File: src/rtl/forward_select_gen_if.sv
// rtl/forward_select_gen_if.sv - ID-stage instruction fields in, EX operand selects and stall out.
interface forward_select_gen_if #(
   parameter int REG_ADDR_W = 5
);
   logic [REG_ADDR_W-1:0] ID_Rs;
   logic [REG_ADDR_W-1:0] ID_Rt;
   logic                  ID_UsesRs;
   logic                  ID_UsesRt;
   logic                  ID_RegWrite;
   logic                  ID_MemRead;
   logic [REG_ADDR_W-1:0] ID_WriteReg;
   logic                  Flush;
   logic [1:0]            ForwardA;
   logic [1:0]            ForwardB;
   logic                  Stall;

   modport master (
      output ID_Rs, ID_Rt, ID_UsesRs, ID_UsesRt, ID_RegWrite, ID_MemRead, ID_WriteReg, Flush,
      input  ForwardA, ForwardB, Stall
   );

   modport slave (
      input  ID_Rs, ID_Rt, ID_UsesRs, ID_UsesRt, ID_RegWrite, ID_MemRead, ID_WriteReg, Flush,
      output ForwardA, ForwardB, Stall
   );
endinterface

File: src/rtl/forward_select_gen.sv
// rtl/forward_select_gen.sv - forwarding selects and load-use stall from a shadow EX/MEM/WB pipeline.
module forward_select_gen #(
   parameter int REG_ADDR_W = 5,
   parameter int ZERO_REG   = 0
) (
   input logic                   Clk,
   input logic                   Reset,
   forward_select_gen_if.slave   bus
);
   localparam logic [REG_ADDR_W-1:0] zero_reg = REG_ADDR_W'(ZERO_REG);

   localparam logic [1:0] sel_regfile = 2'b00;
   localparam logic [1:0] sel_wb      = 2'b01;
   localparam logic [1:0] sel_mem     = 2'b10;

   typedef struct packed {
      logic                  valid;
      logic [REG_ADDR_W-1:0] rs;
      logic [REG_ADDR_W-1:0] rt;
      logic                  uses_rs;
      logic                  uses_rt;
      logic                  reg_write;
      logic                  mem_read;
      logic [REG_ADDR_W-1:0] write_reg;
   } slot_t;

   slot_t id_slot;
   slot_t ex_slot;
   slot_t mem_slot;
   slot_t wb_slot;

   logic       ex_is_load;
   logic       stall;
   logic [1:0] fwd_a;
   logic [1:0] fwd_b;

   // A slot can only feed an operand if it really writes a non-zero register.
   function automatic logic writes_reg(input slot_t s, input logic [REG_ADDR_W-1:0] r);
      return s.valid && s.reg_write && (s.write_reg != zero_reg) && (s.write_reg == r);
   endfunction

   function automatic logic [1:0] select_for(input slot_t ex, input slot_t mem, input slot_t wb,
                                             input logic uses, input logic [REG_ADDR_W-1:0] r);
      if (!ex.valid || !uses) begin
         return sel_regfile;
      end else if (writes_reg(mem, r)) begin
         return sel_mem;
      end else if (writes_reg(wb, r)) begin
         return sel_wb;
      end
      return sel_regfile;
   endfunction

   always_comb begin
      id_slot           = '0;
      id_slot.valid     = 1'b1;
      id_slot.rs        = bus.ID_Rs;
      id_slot.rt        = bus.ID_Rt;
      id_slot.uses_rs   = bus.ID_UsesRs;
      id_slot.uses_rt   = bus.ID_UsesRt;
      id_slot.reg_write = bus.ID_RegWrite;
      id_slot.mem_read  = bus.ID_MemRead;
      id_slot.write_reg = bus.ID_WriteReg;
   end

   always_comb begin
      fwd_a = select_for(ex_slot, mem_slot, wb_slot, ex_slot.uses_rs, ex_slot.rs);
      fwd_b = select_for(ex_slot, mem_slot, wb_slot, ex_slot.uses_rt, ex_slot.rt);
   end

   // Only a load still in EX is too late to forward from; one bubble moves it to MEM.
   always_comb begin
      ex_is_load = ex_slot.valid && ex_slot.mem_read && ex_slot.reg_write &&
                   (ex_slot.write_reg != zero_reg);
      stall      = ex_is_load &&
                   ((bus.ID_UsesRs && (bus.ID_Rs == ex_slot.write_reg)) ||
                    (bus.ID_UsesRt && (bus.ID_Rt == ex_slot.write_reg)));
   end

   always_ff @(posedge Clk) begin
      if (Reset) begin
         ex_slot  <= '0;
         mem_slot <= '0;
         wb_slot  <= '0;
      end else begin
         wb_slot  <= mem_slot;
         mem_slot <= ex_slot;
         if (stall || bus.Flush) begin
            ex_slot <= '0;
         end else begin
            ex_slot <= id_slot;
         end
      end
   end

   assign bus.ForwardA = fwd_a;
   assign bus.ForwardB = fwd_b;
   assign bus.Stall    = stall;

   logic unused_slot_bits;
   assign unused_slot_bits = ^{mem_slot.rs, mem_slot.rt, mem_slot.uses_rs, mem_slot.uses_rt,
                               mem_slot.mem_read, wb_slot.rs, wb_slot.rt, wb_slot.uses_rs,
                               wb_slot.uses_rt, wb_slot.mem_read};
endmodule

File: src/flat_wrapper.sv
// flat-port wrapper written by rule: the top's interface ports become plain ports
module forward_select_gen_flat 
#(
   parameter int REG_ADDR_W = 5,
   parameter int ZERO_REG   = 0
)
  (Clk, Reset, bus_ID_Rs, bus_ID_Rt, bus_ID_UsesRs, bus_ID_UsesRt, bus_ID_RegWrite, bus_ID_MemRead, bus_ID_WriteReg, bus_Flush, bus_ForwardA, bus_ForwardB, bus_Stall);
  forward_select_gen_if #(.REG_ADDR_W(REG_ADDR_W)) bus_i ();
  input logic Clk;
  input logic Reset;
  input wire logic [$bits(bus_i.ID_Rs)-1:0] bus_ID_Rs;
  input wire logic [$bits(bus_i.ID_Rt)-1:0] bus_ID_Rt;
  input wire logic [$bits(bus_i.ID_UsesRs)-1:0] bus_ID_UsesRs;
  input wire logic [$bits(bus_i.ID_UsesRt)-1:0] bus_ID_UsesRt;
  input wire logic [$bits(bus_i.ID_RegWrite)-1:0] bus_ID_RegWrite;
  input wire logic [$bits(bus_i.ID_MemRead)-1:0] bus_ID_MemRead;
  input wire logic [$bits(bus_i.ID_WriteReg)-1:0] bus_ID_WriteReg;
  input wire logic [$bits(bus_i.Flush)-1:0] bus_Flush;
  output wire logic [$bits(bus_i.ForwardA)-1:0] bus_ForwardA;
  output wire logic [$bits(bus_i.ForwardB)-1:0] bus_ForwardB;
  output wire logic [$bits(bus_i.Stall)-1:0] bus_Stall;
  assign bus_i.ID_Rs = bus_ID_Rs;
  assign bus_i.ID_Rt = bus_ID_Rt;
  assign bus_i.ID_UsesRs = bus_ID_UsesRs;
  assign bus_i.ID_UsesRt = bus_ID_UsesRt;
  assign bus_i.ID_RegWrite = bus_ID_RegWrite;
  assign bus_i.ID_MemRead = bus_ID_MemRead;
  assign bus_i.ID_WriteReg = bus_ID_WriteReg;
  assign bus_i.Flush = bus_Flush;
  assign bus_ForwardA = bus_i.ForwardA;
  assign bus_ForwardB = bus_i.ForwardB;
  assign bus_Stall = bus_i.Stall;
  forward_select_gen #(.REG_ADDR_W(REG_ADDR_W), .ZERO_REG(ZERO_REG)) u_core (.Clk(Clk), .Reset(Reset), .bus(bus_i));
endmodule
File: config.mk
export PLATFORM = sky130hd
export DESIGN_NAME = forward_select_gen_flat
export DESIGN_NICKNAME = d
export VERILOG_FILES = /design/src/rtl/forward_select_gen_if.sv /design/src/rtl/forward_select_gen.sv /design/src/flat_wrapper.sv
export SDC_FILE = /design/constraint.sdc
export NUM_CORES = 1
export LEC_CHECK = 0
export CAP_MARGIN = 20
export CORE_MARGIN = 2
export CORE_UTILIZATION = 40
export CTS_BUF_LIST = sky130_fd_sc_hd__clkbuf_8
export DETAILED_ROUTE_END_ITERATION = 8
export PLACE_DENSITY = 0.67
export SLEW_MARGIN = 20
export SYNTH_ARGS = -nofsm -noshare
export SYNTH_HDL_FRONTEND = slang
export SYNTH_SLANG_ARGS = --single-unit
File: constraint.sdc
create_clock -name Clk -period 1.8 [get_ports Clk]
set_input_delay 0.36 -clock Clk [delete_from_list [all_inputs] [get_ports Clk]]
set_output_delay 0.36 -clock Clk [all_outputs]
set_load 0.1 [all_outputs]
Yosys cells after proc, flatten, opt, wreduce, memory -nomap -nowiden
Index checks and enable logic that the tools add are counted.

Bits in registers: 34. Bits of input ports: 22. Output and inout port bits: 5. Word-level logic and storage cells: 60.

Equal/unequal tests: 6. Muxes and demuxes: 15. Reduce and logical (&&, ||, !) cells: 25.

Operators with widths (count): == test 5 bit (6); 2-to-1 mux 20 bit (1); 2-to-1 mux 2 bit (8); nonzero test 5 bit (3); logical AND 1 bit (14); 2-to-1 mux 1 bit (6); logical OR 1 bit (4); zero test 1 bit (3); OR reduction 2 bit (1).

Longest topological paths before layout
Depth in word-level cells: 7. Gate-level depth with buffers: 5. Gate-level depth less buffers: 4.

Worst setup path after synthesis
Ideal clock, no wire load.

Path type: reg-to-output. Start point: register u_core.mem_slot[3] (netlist bit). End point: output port bus_ForwardB[0]. Arrival time: 2.323 ns. Data required time: 1.440 ns. Setup slack: -0.883 ns. Stages on the path, launching flop included: 5. Path buffers: 0. Path through: dfxtp_1 > or4_1 > o211ai_2 > nor4_1 > nor3_2.

Longest elaborated chain between the ends: 6. Elaborated cells on any way between the ends: 9. Classes of those cells: 1 x eq/ne; 5 x mux; 3 x reduce/logical.

Ends and longest elaborated chain: start: declaration (line forward_select_gen.sv:29) `slot_t mem_slot;`; start signal: assignment (line forward_select_gen.sv:87) `mem_slot <= ex_slot;`; nonzero test 5 bit (line forward_select_gen.sv:39) `return s.valid && s.reg_write && (s.write_reg != zero_reg) && (s.write_reg == r);`; logical AND 1 bit (line forward_select_gen.sv:39); logical AND 1 bit * (line forward_select_gen.sv:39); 2-to-1 mux 2 bit or 2-to-1 mux 1 bit (tied branches) (line forward_select_gen.sv:46) `end else if (writes_reg(mem, r)) begin`; 2-to-1 mux 2 bit or 2-to-1 mux 1 bit (tied branches) (line forward_select_gen.sv:44) `if (!ex.valid || !uses) begin`; 2-to-1 mux 2 bit * (line forward_select_gen.sv:51) `return sel_regfile;`; end: declaration (line flat_wrapper.sv:20) `output wire logic [$bits(bus_i.ForwardB)-1:0] bus_ForwardB;`.

Mark *: on every way between the ends. The rest lies on a longest branch, timed or not.

Worst setup path after layout
Start point: register u_core.mem_slot[1] (netlist bit). End point: output port bus_ForwardB[0].

The elaborated chain is that of the path after synthesis.

==> flow_metrics.tcl <==
set metrics [dict create \
    place_area_um2 1840 \
    maxSlewHeadroom_pct 78.3 \
    cp_max_fo 2 \
    arrival_ps 1860 \
    ioPinCount 27 \
    max_freq_mhz 450 \
    stdcell_area_um2 2130 \
    dp_hpwl_um 2280 \
    antenna_found_initial 0 \
    place_ws_ps -234 \
    cts_buffers 5 \
    hold_buffers 0 \
    yosys-top-cells-area "dfxtp_1 (48%), xnor2_1 (11%), xor2_1 (7.5%)" \
    clkSinkCount 34 \
    status "finished with violations" \
    power_mw 1.55 \
    rsz0062_at_grt "yes" \
    viasPerCell 4.88 \
    crit_path_start_kind "register" \
    critPathKind "reg -> out" \
    finalSetupViolCount 5 \
    drc 0 \
    cts-root-buf "clkbuf_8" \
    cts.reportedPaths.clkPinSlew_ps 70 \
    synth_area_per_cell_um2 9.31 \
    synth_top_cell_area_share_pct 48.4 \
    synth_seq_area_share_pct 48.4 \
    hold_class "in -> reg" \
    antenna_cells 0 \
    syn2layout_area_growth_pct 51.2 \
    powerDensity_nw_per_um2 728 \
    vdd_drop_max_mv 0.620 \
    cts_max_level 2 \
    gp_congestion 0.918 \
    start_util_pct 41.8 \
    die-height_um 63.3 \
    synth_ff_type "dfxtp_1" \
    synthCells 151 \
    yosysMostFrequentCell "dfxtp_1" \
    period_share_pct 123 \
    violations "setup timing" \
    insertion_delay_ps 280 \
    nFillCells 288 \
    grt_pass1_vias 1224 \
    fin_util_pct 63.2 \
    finClkSkew_ps 4.79 \
    grtUsageTotal_pct 18.0 \
    synth_warnings 0 \
    netlist_area_um2 1410 \
    synth.net_count 173 \
    grt_max_degree 21 \
    synth.largest_area_cell "dfxtp_1" \
    cts_tree "built" \
    nNetsFinal 215 \
    clockBufferDepth 2 \
    grt_pass1_wl_um 5550 \
    max_cap_viol_count 0 \
    ant_nets 0 \
    drt-pass1-iter-count 4 \
    async_flop_share_pct 0 \
    finalHoldViolCount 0 \
    rows 21 \
    synth_common_cells "dfxtp_1 (34), nand2_1 (21), a21oi_1 (20)" \
    final_layout_size_suffix_gt1_share_pct 30.4 \
    p_leak_nw 0.881 \
    instances_no_fill 240 \
    tightest_slew_ps 323 \
    vias 1172 \
    portBuffers 26 \
    die_area_um2 4010 \
    dp.cells 227 \
    cp-end-kind "primary output" \
    drtIter0Drc 35 \
    fin_crit_ps 2220 \
    synth_edf_count 0 \
    worstPathRequired_ps 1440 \
    setup_slack_ps -422 \
    slew_viol_final 0 \
    routed_wl_um 3280 \
    wire_per_inst_um 13.7 \
    synth_seq_cells 34 \
    core-area_um2 3360 \
    die-width_um 63.3 \
    ys_types 22 \
    globalRouteOverflowTotal 0 \
]
[cell families (layout without fill, tap and decap cells)]
logic type | Yosys count | in the layout | synth area share (%)
flops | 34 | 34 | 48.4
xor+xnor | 30 | 30 | 18.7
buf+inv | 7 | 50 | 2.05
simple gates | 56 | 56 | 21.4
compound gates | 24 | 24 | 9.52
[timing repair]
action                     in CTS  in global routing
setup buffers                   5                  1
setup endpoints to repair       5                 25
pin swaps                      12                 11
resized for setup              34                 13
[stage by stage]
stage / hold WS, ps / TNS [ps]
5_1_grt: 472 / -1930
3_3_place_gp: 463 / -742
3_5_place_dp: 472 / -907
4_1_cts: 441 / -1700
6_report: 465 / -1680
2_1_floorplan: 432 / -1250
[per-layer routing]
metal	part of all wire (%)	wire, um	vias to the layer above	global-route usage (%)
li1	-	-	587	-
met1	42	1380	548	20.7
met2	52	1690	30	30.9
met3	4.6	152	7	5.00
met4	1.8	59	0	8.70
met5	0	0	-	0
[final cells by class]
type	count	area [um^2]	share of cell area [%]
multi-input cells	110	852	40.1
flip-flops and latches	34	701	33.0
repair buffers	42	424	20.0
clock buffers	6	82.6	3.88
well taps	46	57.6	2.71
clock inverters	2	8.76	0.412
[state kept, by name, indices dropped and copies added (netlist names)]
register,cells
u_core.wb_slot,7
u_core.ex_slot,20
u_core.mem_slot,7
[power breakdown]
part / internal [mW] / switching (mW) / leakage [nW]
logic: 0.105 / 0.0800 / 0.546
registers: 0.776 / 0.0266 / 0.283
clock network: 0.302 / 0.258 / 0.0524
total: 1.18 / 0.364 / 0.881
[cell usage in the layout, fill, tap and decap left out, drive strengths merged]
cell type	synthesis	routed
o22ai	1	1
nand4	4	4
nand3	3	3
inv	0	1
clkinv	0	1
nor2b	14	14
o211ai	2	2
nor4	4	4
and3	2	2
clkdlybuf4s50	0	11
clkdlybuf4s15	0	2
xor2	12	12
clkbuf	5	6
or4	2	2
dfxtp	34	34
a21boi	1	1
nand2	21	21
and2	1	1
dlygate4sd2	0	8
nor3	3	3
nor2	2	2
buf	2	21
xnor2	18	18
a21oi	20	20
[path summary, 6_finish.rpt]
| check | end | startpoint | cells past startpoint | slack, ps |
|---|---|---|---|---|
| worst min-delay path | u_core.ex_slot[14]$_SDFF_PP0_ | bus_ID_Rs[0] | 3 | 470 |
| worst min register to register | u_core.mem_slot[6]$_SDFF_PP0_ | u_core.ex_slot[6]$_SDFF_PP0_ | 1 | 480 |
| worst max-delay path | bus_ForwardB[0] | u_core.mem_slot[1]$_SDFF_PP0_ | 5 | -420 |
| worst max register to register | u_core.ex_slot[13]$_SDFF_PP0_ | u_core.ex_slot[0]$_SDFF_PP0_ | 9 | 110 |
[critical path: stages (launching register included)]
cell,delay (ps)
dfxtp_2,320
or4_4,550
o211ai_4,260
nor4_4,100
nor3_4,160
buf_12,200
(Power assumes the default switching activity.)
